==> src/rtl/lc3_pipe_controller_if.sv <==
// Handshake/control bundle between the LC-3 pipeline sequencer and the datapath.
// master: sequencer side (reads status/IR, drives enables); slave: datapath side.
interface lc3_pipe_controller_if;
    logic        complete_instr;
    logic        complete_data;
    logic [15:0] IR;
    logic [15:0] IR_Exec;
    logic [2:0]  NZP;
    logic [2:0]  psr;
    logic        enable_updatePC;
    logic        enable_fetch;
    logic        enable_decode;
    logic        enable_execute;
    logic        enable_writeback;
    logic        bypass_alu_1;
    logic        bypass_alu_2;
    logic [1:0]  mem_state;
    logic        br_taken;

    modport master (
        input  complete_instr, complete_data, IR, IR_Exec, psr,
        output enable_updatePC, enable_fetch, enable_decode,
        output enable_execute, enable_writeback,
        output bypass_alu_1, bypass_alu_2, mem_state, br_taken
    );

    modport slave (
        output complete_instr, complete_data, IR, IR_Exec, NZP, psr,
        input  enable_updatePC, enable_fetch, enable_decode,
        input  enable_execute, enable_writeback,
        input  bypass_alu_1, bypass_alu_2, mem_state, br_taken
    );
endinterface

==> src/rtl/lc3_pipe_controller.sv <==
// LC-3 five-stage pipeline sequencer: stage enables, memory state, forwarding, branch.
// Ports: clock, reset (async, active-high), bus (lc3_pipe_controller_if.master).
module lc3_pipe_controller (
    input  logic                  clock,
    input  logic                  reset,
    lc3_pipe_controller_if.master bus
);
    localparam logic [2:0] S_IDLE    = 3'd0;
    localparam logic [2:0] S_RUN     = 3'd1;
    localparam logic [2:0] S_MEM_IND = 3'd2;
    localparam logic [2:0] S_MEM_ACC = 3'd3;
    localparam logic [2:0] S_BR_WAIT = 3'd4;
    localparam logic [2:0] S_BR_RES  = 3'd5;

    localparam logic [3:0] OP_BR  = 4'b0000;
    localparam logic [3:0] OP_ADD = 4'b0001;
    localparam logic [3:0] OP_AND = 4'b0101;
    localparam logic [3:0] OP_NOT = 4'b1001;
    localparam logic [3:0] OP_LEA = 4'b1110;
    localparam logic [3:0] OP_LDR = 4'b0110;
    localparam logic [3:0] OP_STR = 4'b0111;
    localparam logic [3:0] OP_JMP = 4'b1100;

    localparam logic [1:0] MS_READ  = 2'd0;
    localparam logic [1:0] MS_IND   = 2'd1;
    localparam logic [1:0] MS_WRITE = 2'd2;
    localparam logic [1:0] MS_IDLE  = 2'd3;

    logic [2:0] state_q, state_d;
    logic [3:0] op_x, op_d;
    logic       x_mem, x_ind, x_load, x_alu, x_jmp;
    logic       d_alu, d_ctl, d_src1, d_src2;
    logic       fwd_1, fwd_2;

    always_comb begin
        op_x   = bus.IR_Exec[15:12];
        op_d   = bus.IR[15:12];
        // Loads/stores are exactly the opcodes with bit1 set outside 11xx.
        x_mem  = op_x[1] && (op_x[3:2] != 2'b11);
        x_ind  = (op_x[3:1] == 3'b101);
        x_load = x_mem && !op_x[0];
        x_alu  = (op_x == OP_ADD) || (op_x == OP_AND) || (op_x == OP_NOT);
        x_jmp  = (op_x == OP_JMP);
        d_alu  = (op_d == OP_ADD) || (op_d == OP_AND) ||
                 (op_d == OP_NOT) || (op_d == OP_LEA);
        d_ctl  = (op_d == OP_BR) || (op_d == OP_JMP);
        d_src1 = d_alu || (op_d == OP_LDR) ||
                 (op_d == OP_STR) || (op_d == OP_JMP);
        d_src2 = ((op_d == OP_ADD) || (op_d == OP_AND)) && !bus.IR[5];
        fwd_1  = x_alu && d_src1 &&
                 (bus.IR_Exec[11:9] == bus.IR[8:6]);
        fwd_2  = x_alu && d_src2 &&
                 (bus.IR_Exec[11:9] == bus.IR[2:0]);
    end

    always_comb begin
        state_d              = state_q;
        bus.enable_updatePC  = 1'b0;
        bus.enable_fetch     = 1'b0;
        bus.enable_decode    = 1'b0;
        bus.enable_execute   = 1'b0;
        bus.enable_writeback = 1'b0;
        bus.bypass_alu_1     = 1'b0;
        bus.bypass_alu_2     = 1'b0;
        bus.mem_state        = MS_IDLE;
        bus.br_taken         = 1'b0;
        unique case (state_q)
            S_IDLE: state_d = S_RUN;
            S_RUN: begin
                bus.bypass_alu_1 = fwd_1;
                bus.bypass_alu_2 = fwd_2;
                if (bus.complete_instr) begin
                    bus.enable_updatePC  = 1'b1;
                    bus.enable_fetch     = 1'b1;
                    bus.enable_decode    = 1'b1;
                    bus.enable_execute   = 1'b1;
                    bus.enable_writeback = 1'b1;
                    // Memory op in execute wins; a held BR is seen again later.
                    if (x_mem)
                        state_d = x_ind ? S_MEM_IND : S_MEM_ACC;
                    else if (d_ctl)
                        state_d = S_BR_WAIT;
                end
            end
            S_MEM_IND: begin
                bus.mem_state = MS_IND;
                if (bus.complete_data)
                    state_d = S_MEM_ACC;
            end
            S_MEM_ACC: begin
                bus.mem_state        = x_load ? MS_READ : MS_WRITE;
                bus.enable_writeback = x_load && bus.complete_data;
                if (bus.complete_data)
                    state_d = S_RUN;
            end
            S_BR_WAIT: begin
                bus.enable_decode    = 1'b1;
                bus.enable_execute   = 1'b1;
                bus.enable_writeback = 1'b1;
                state_d              = S_BR_RES;
            end
            S_BR_RES: begin
                bus.enable_updatePC = 1'b1;
                bus.br_taken = x_jmp ||
                               (|(bus.IR_Exec[11:9] & bus.psr));
                state_d      = S_RUN;
            end
            default: state_d = S_IDLE;
        endcase
    end

    always_ff @(posedge clock or posedge reset) begin
        if (reset)
            state_q <= S_IDLE;
        else
            state_q <= state_d;
    end
endmodule

==> src/flat_wrapper.sv <==
// flat-port wrapper written by rule: the top's interface ports become plain ports
module lc3_pipe_controller_flat 
  (clock, reset, bus_complete_instr, bus_complete_data, bus_IR, bus_IR_Exec, bus_psr, bus_enable_updatePC, bus_enable_fetch, bus_enable_decode, bus_enable_execute, bus_enable_writeback, bus_bypass_alu_1, bus_bypass_alu_2, bus_mem_state, bus_br_taken);
  lc3_pipe_controller_if bus_i ();
  input  logic clock;
  input  logic reset;
  input wire logic [$bits(bus_i.complete_instr)-1:0] bus_complete_instr;
  input wire logic [$bits(bus_i.complete_data)-1:0] bus_complete_data;
  input wire logic [$bits(bus_i.IR)-1:0] bus_IR;
  input wire logic [$bits(bus_i.IR_Exec)-1:0] bus_IR_Exec;
  input wire logic [$bits(bus_i.psr)-1:0] bus_psr;
  output wire logic [$bits(bus_i.enable_updatePC)-1:0] bus_enable_updatePC;
  output wire logic [$bits(bus_i.enable_fetch)-1:0] bus_enable_fetch;
  output wire logic [$bits(bus_i.enable_decode)-1:0] bus_enable_decode;
  output wire logic [$bits(bus_i.enable_execute)-1:0] bus_enable_execute;
  output wire logic [$bits(bus_i.enable_writeback)-1:0] bus_enable_writeback;
  output wire logic [$bits(bus_i.bypass_alu_1)-1:0] bus_bypass_alu_1;
  output wire logic [$bits(bus_i.bypass_alu_2)-1:0] bus_bypass_alu_2;
  output wire logic [$bits(bus_i.mem_state)-1:0] bus_mem_state;
  output wire logic [$bits(bus_i.br_taken)-1:0] bus_br_taken;
  assign bus_i.complete_instr = bus_complete_instr;
  assign bus_i.complete_data = bus_complete_data;
  assign bus_i.IR = bus_IR;
  assign bus_i.IR_Exec = bus_IR_Exec;
  assign bus_i.psr = bus_psr;
  assign bus_enable_updatePC = bus_i.enable_updatePC;
  assign bus_enable_fetch = bus_i.enable_fetch;
  assign bus_enable_decode = bus_i.enable_decode;
  assign bus_enable_execute = bus_i.enable_execute;
  assign bus_enable_writeback = bus_i.enable_writeback;
  assign bus_bypass_alu_1 = bus_i.bypass_alu_1;
  assign bus_bypass_alu_2 = bus_i.bypass_alu_2;
  assign bus_mem_state = bus_i.mem_state;
  assign bus_br_taken = bus_i.br_taken;
  lc3_pipe_controller u_core (.clock(clock), .reset(reset), .bus(bus_i));
endmodule
==> config.mk <==
export PLATFORM = sky130hd
export DESIGN_NAME = lc3_pipe_controller_flat
export DESIGN_NICKNAME = d
export VERILOG_FILES = /design/src/rtl/lc3_pipe_controller_if.sv /design/src/rtl/lc3_pipe_controller.sv /design/src/flat_wrapper.sv
export SDC_FILE = /design/constraint.sdc
export NUM_CORES = 1
export LEC_CHECK = 0
export CAP_MARGIN = 10
export CORE_MARGIN = 2
export CORE_UTILIZATION = 31
export CTS_BUF_LIST = sky130_fd_sc_hd__clkbuf_8
export DETAILED_ROUTE_END_ITERATION = 10
export PLACE_DENSITY = 0.87
export SLEW_MARGIN = 5
export SYNTH_ARGS = -nofsm -noshare
export SYNTH_HDL_FRONTEND = slang
export SYNTH_SLANG_ARGS = --single-unit
==> constraint.sdc <==
create_clock -name clock -period 3.1 [get_ports clock]
set_input_delay 0.93 -clock clock [delete_from_list [all_inputs] [get_ports clock]]
set_output_delay 0.93 -clock clock [all_outputs]
set_load 0.01 [all_outputs]
==> summary.md, run 1 <==
| Metric | Value |
|---|---|
| Fin Setup TNS | 0 ps |
| Synthesized flop and latch total | 3 |
| # DRC | 0 |
| Minimum clock period | 3100 ps |
| GRT Overall Usage | 19.3% |
| Final number of setup-violating endpoints | 0 |
| Required @ worst endpoint | 2170 ps |
| Avg Inst Size Synth | 7.96 µm² |
| CP delay by family, top | buffers and inverters |
| Fillers | 104 |
| Rows | 13 |
| Slew @ Worst Pin | 326 ps |
| WS Path Type | primary input to output port |
| Worst Slack Setup Final | 2.06 ps |
| Final slew viol count | 0 |
| Synth warnings | 0 |
| Syn Inst Count | 58 |
| Crit path buf inv count | 2 |
| Routed met3 length | 37 µm |
| DRT Wirelength | 1670 µm |
| Initial DRT Pass Iterations | 4 |
| Port Buffers | 34 |
| CTS HTree Levels | 1 |
| Place WS | -533 ps |
| Max-cap violation count | 0 |
| Core area | 1350 µm² |
| Die footprint | 1810 µm² |
| Drt wl/cell | 13.6 µm |
| Tightest Hold Check Type | register to register |
| CP max stage cell | clkdlybuf4s50_1 |
| Async SR Flop Fraction | 100% |
| Iter 0 DRT Violations | 22 |
| Share of cells above drive strength 1 | 29.6% |
| Mapped cell area | 462 µm² |
| TritonCTS Buffers | 3 |
| Skew-Pair Late Insertion Delay | 210 ps |
| Top flop regs | u_core.state_q: 3 flops |
| Initial antenna violation count | 0 |
| Syn-to-layout area delta | 109% |
| Highest routed layer | met4 |
| Starting density of the core | 34.2% |
| Post-DP HPWL | 1380 µm |
| Most frequent cell after synthesis | nand2_1 |
| Die Wd | 42.6 µm |
| Ys flop type | dfrtp_1 |
| Die span in y | 42.6 µm |
| Via count | 623 |
| Top post-synthesis cells by area | dfrtp_1 (16%), xnor2_1 (9.5%), nand2_1 (6.5%) |
| Layout Skew | 1.14 ps |
| Number of flip-flops under the largest register name | 3 |
| Post-synth EDFFs | 0 |
| Total power divided by cell area | 499 nW/µm² |
| Maximum clock rate | 0.323 GHz |
| Total Nets Final | 148 |
| Final period util | 99.9% |
| First-pass GRT wire length | 2630 µm |
| WHS | 596 ps |
| Clk buf depth | 2 |
| Crit path launch type | primary input |
| ANT cells | 0 |
| Antenna-violating nets left | 0 |
| Reg clk slew, reported paths | 30 ps |
| Final hold vios | 0 |
| Crit-path max FO | 4 |
| Sequential area share after synthesis | 16.3% |
| Status | finished, final reports clean |
| Post-DR vias/cell | 5.07 |
| VDD IR-drop max | 347 µV |
| Vias in the first global route | 656 |
| Top post-synthesis cells by count | nand2_1 (8), nor2_1 (5), xnor2_1 (5) |
| Clock Sinks | 3 |
| Met2 WL post-DR | 1000 µm |
| Worst path cell trace | clkdlybuf4s50_1 > nand2_2 > nand4b_4 > a2111oi_4 > buf_2 |
| Critical path endpoint category | output port |
| Post-synth cell types | 29 |
| Grt total ovfl | 0 |
| Top cell type's share of synthesized area | 16.3% |
| CTS tree | done |
| Slowest cell delay on critical path | 430 ps |
| Met1 Wirelength | 587 µm |
| Largest area contributor in the netlist | dfrtp_1 |
| Clock root buffer | clkbuf_8 |
| Leakage power | 0.456 nW |
| Most flop-heavy register | u_core.state_q |
| RSZ-0062 raised after global routing | true |
| Top Ports | 49 |
| Largest net degree at the start of global routing | 11 |
| RD Place Congestion | 0.828 |
| Slew headroom | 78.3% |
| Syn Nets | 97 |
| Critical path data arrival time | 2170 ps |
==> area by class of cell <==
class / count / area [µm²] / area share [%]
clock buffers: 3 / 41.3 / 4.27
clock inverters: 1 / 3.75 / 0.389
multi-input cells: 49 / 389 / 40.3
well taps: 15 / 18.8 / 1.94
inverters: 4 / 15.0 / 1.55
repair buffers: 48 / 423 / 43.8
flip-flops and latches: 3 / 75.1 / 7.77
==> kinds of logic after synthesis <==
| family | count (synthesis) | synth area share [%] |
|---|---|---|
| AOI/OAI and AO/OA | 12 | 22.8 |
| xor gates and xnor gates | 7 | 13.3 |
| buffers and inverters | 6 | 5.96 |
| DFF | 3 | 16.3 |
| muxes | 1 | 2.44 |
| and+or+nand+nor | 29 | 39.3 |
==> layer usage <==
layer / vias up / global-route usage (%)
met5: - / 0
met4: 0 / 13.1
met3: 4 / 3.45
met2: 19 / 37.8
met1: 291 / 17.3
li1: 309 / -
==> layout by cell type, fill, tap and decap left out, types with 3 or more instances in the layout <==
| cell type | synthesis | final |
|---|---|---|
| clkdlybuf4s50_1 | 0 | 21 |
| buf_4 | 1 | 14 |
| nand2_1 | 8 | 6 |
| dlygate4sd2_1 | 0 | 6 |
| nor2_1 | 5 | 5 |
| inv_1 | 4 | 5 |
| xnor2_1 | 5 | 3 |
| a21oi_1 | 4 | 3 |
| clkbuf_8 | 0 | 3 |
| buf_2 | 1 | 3 |
| dfrtp_1 | 3 | 3 |
==> worst paths after layout <==
kind	from	end	slack [ps]	cells past startpoint
max reg2reg	u_core.state_q[1]$_DFFE_PP0P_	u_core.state_q[0]$_DFFE_PP0P_	1580	4
max	bus_IR_Exec[15]	bus_bypass_alu_1	2	5
min	u_core.state_q[2]$_DFFE_PP0P_	u_core.state_q[1]$_DFFE_PP0P_	600	1
min in group asynchronous	reset	u_core.state_q[1]$_DFFE_PP0P_	880	2
max in group asynchronous	reset	u_core.state_q[2]$_DFFE_PP0P_	2100	2
min reg2reg	u_core.state_q[2]$_DFFE_PP0P_	u_core.state_q[1]$_DFFE_PP0P_	600	1
==> where the power goes <==
group	switching, mW	total, mW	internal (mW)
clock network	0.0242	0.108	0.0842
registers	0.0299	0.0830	0.0531
logic	0.130	0.291	0.161
total	0.184	0.482	0.298
==> stage by stage <==
step / std cells / cell area [µm²] / util (%) / total power, mW
after detailed placement: 117 / 898 / 66.5 / 0.387
after global routing: 123 / 966 / 71.5 / 0.514
final: 123 / 966 / 71.5 / 0.482
after global placement: 117 / 898 / 66.5 / 0.375
after floorplan: 58 / 462 / - / 0.244
after CTS: 122 / 942 / 69.8 / 0.484
==> repair_timing <==
| item | in CTS | in global routing |
|---|---|---|
| endpoints found under the setup margin | 9 | 5 |
| hold buffers | 0 | 0 |
| setup buffers | 1 | 1 |
| resized for setup | 26 | 6 |
| pin swaps | 5 | 10 |
Power figures use the tool's default switching activity.
==> inputs of run 2 (changes only) <==
--- a/config.mk
+++ b/config.mk
@@ -10,7 +10,7 @@
 export CORE_UTILIZATION = 31
 export CTS_BUF_LIST = sky130_fd_sc_hd__clkbuf_8
 export DETAILED_ROUTE_END_ITERATION = 10
-export PLACE_DENSITY = 0.87
+export PLACE_DENSITY = 0.94
 export SLEW_MARGIN = 5
 export SYNTH_ARGS = -nofsm -noshare
 export SYNTH_HDL_FRONTEND = slang
==> run 2 against run 1 <==
  * Maximum frequency rose by 1.4%
  * Global-route usage rose by 0.88 points
  * Clock skew fell by 0.66 ps
  * Via count fell by 1.3%
  * Count of clock-buffer cells in the layout did not move
  * Register-to-register slack improved by 30 ps
  * Critical endpoint unchanged
  * Largest cell class unchanged
==> summary.md, run 2 (synthesis results as in run 1) <==
| Metric | Value |
|---|---|
| Clock Sinks | 3 (unchanged) |
| DRT Wirelength | 1570 µm (was 1670 µm) |
| Slew @ Worst Pin | 310 ps (was 326 ps) |
| Total power | 0.471 mW (was 0.482 mW) |
| Die span in y | 42.6 µm (unchanged) |
| Max-cap violation count | 0 (unchanged) |
| VDD IR-drop max | 409 µV (was 347 µV) |
| Crit-path max FO | 3 (was 4) |
| Setup bufs post-CTS | 0 (was 1) |
| Starting density of the core | 34.2% (unchanged) |
| Total Nets Final | 146 (was 148) |
| DP Area | 898 µm² (unchanged) |
| Die Wd | 42.6 µm (unchanged) |
| Commonest non-fill, non-tap cells in the layout | clkdlybuf4s50_1 (18), buf_4 (12), dlygate4sd2_1 (9) (was clkdlybuf4s50_1 (21), buf_4 (14), nand2_1 (6), dlygate4sd2_1 (6)) |
| Final number of setup-violating endpoints | 0 (unchanged) |
| Most flop-heavy register | u_core.state_q (unchanged) |
| Reg clk slew, reported paths | 30 ps (about the same) |
| Drt wl/cell | 13.0 µm (was 13.6 µm) |
| Final hold vios | 0 (unchanged) |
| Post-route cell area | 941 µm² (was 966 µm²) |
| # DRC | 0 (unchanged) |
| Clk buf depth | 2 (unchanged) |
| Top flop regs | u_core.state_q: 3 flops (unchanged) |
| Rows | 13 (unchanged) |
| Via count | 615 (was 623) |
| Port Buffers | 34 (unchanged) |
| Final period util | 98.5% (was 99.9%) |
| Minimum clock period | 3060 ps (was 3100 ps) |
| Crit path launch type | primary input (unchanged) |
| Die footprint | 1810 µm² (unchanged) |
| Critical path data arrival time | 2130 ps (was 2170 ps) |
| Final slew viol count | 0 (unchanged) |
| Post-DP HPWL | 1300 µm (was 1380 µm) |
| Tightest Hold Check Type | register to register (unchanged) |
| First-pass GRT wire length | 2810 µm (was 2630 µm) |
| Commonest non-fill, non-tap cell in the layout | clkdlybuf4s50_1 (unchanged) |
| Maximum clock rate | 0.327 GHz (was 0.323 GHz) |
| Initial DRT Pass Iterations | 4 (unchanged) |
| Core area | 1350 µm² (unchanged) |
| Critical path endpoint category | output port (unchanged) |
| Skew-Pair Late Insertion Delay | 210 ps (about the same) |
| Vias in the first global route | 642 (was 656) |
| TritonCTS Buffers | 3 (unchanged) |
| Number of flip-flops under the largest register name | 3 (unchanged) |
| WS Path Type | primary input to output port (unchanged) |
| Initial antenna violation count | 0 (unchanged) |
| Largest net degree at the start of global routing | 11 (unchanged) |
| Share of cells above drive strength 1 | 26.4% (was 29.6%) |
| Antenna-violating nets left | 0 (unchanged) |
| RD Place Congestion | 0.886 (was 0.828) |
| GRT Overall Usage | 20.2% (was 19.3%) |
| WHS | 602 ps (was 596 ps) |
| ANT cells | 0 (unchanged) |
| Top Ports | 49 (unchanged) |
| Grt total ovfl | 0 (unchanged) |
| Inst Count DP | 117 (unchanged) |
| Leakage power | 0.445 nW (was 0.456 nW) |
| Post-DR vias/cell | 5.08 (was 5.07) |
| Non-filler instance count after layout | 121 (was 123) |
| CTS HTree Levels | 1 (unchanged) |
| Status | finished, final reports clean (unchanged) |
| Total power divided by cell area | 501 nW/µm² (was 499 nW/µm²) |
| Syn-to-layout area delta | 104% (was 109%) |
| Required @ worst endpoint | 2170 ps (about the same) |
| Clock root buffer | clkbuf_8 (unchanged) |
| Iter 0 DRT Violations | 15 (was 22) |
| CTS tree | done (unchanged) |
| RSZ-0062 raised after global routing | true (unchanged) |
| Slew headroom | 79.3% (was 78.3%) |
| Final Util | 69.7% (was 71.5%) |
| Layout Skew | 0.484 ps (was 1.14 ps) |
==> run 2: final cells by class <==
class	count	area, µm²
fill	113	409
inverter	4	15.0
timing repair buffer	46	413
sequential	3	75.1
clock buffer	3	41.3
multi-input combinational	49	374
tap	15	18.8
clock inverter	1	3.75
==> run 2: worst paths after layout <==
| check | from | endpoint | slack, ps | cells past startpoint |
|---|---|---|---|---|
| min | u_core.state_q[2]$_DFFE_PP0P_ | u_core.state_q[1]$_DFFE_PP0P_ | 600 | 1 |
| max | bus_IR_Exec[12] | bus_bypass_alu_1 | 40 | 4 |
| max in group asynchronous | reset | u_core.state_q[1]$_DFFE_PP0P_ | 2090 | 2 |
| min reg2reg | u_core.state_q[2]$_DFFE_PP0P_ | u_core.state_q[1]$_DFFE_PP0P_ | 600 | 1 |
| max reg2reg | u_core.state_q[1]$_DFFE_PP0P_ | u_core.state_q[0]$_DFFE_PP0P_ | 1610 | 4 |
| min in group asynchronous | reset | u_core.state_q[2]$_DFFE_PP0P_ | 880 | 2 |
==> run 2: through the flow <==
step           worst slack [ps]  TNS (ps)
5_1_grt                   -19.1     -19.1
2_1_floorplan               596         0
3_5_place_dp               -498     -2280
6_report                   45.0         0
4_1_cts                   -21.3     -21.3
3_3_place_gp               -462     -2190
==> run 2: repair_timing <==
item                       4_1_cts  5_1_grt
hold buffers                     0        0
gates cloned                     0        0
pin swaps                        3        7
gates resized for setup         25        5
setup endpoints to repair        9        5
==> run 2: critical path, cell delays in order <==
cell	delay, ps
clkdlybuf4s50_1	540
nand4b_4	140
a2111oi_4	320
buf_2	190
==> run 2: metal layers <==
layer	share of wire, %	wire (µm)	up-vias	track usage [%]
li1	-	-	307	-
met1	40	631	275	23.0
met2	50	792	29	34.8
met3	7.3	114	4	4.74
met4	2.0	31	0	10.0
met5	0	0	-	0
==> run 2: report_power, final <==
part	switching, mW	internal, mW
clock network	0.0227	0.0840
registers	0.0289	0.0531
logic	0.123	0.159
total	0.175	0.296
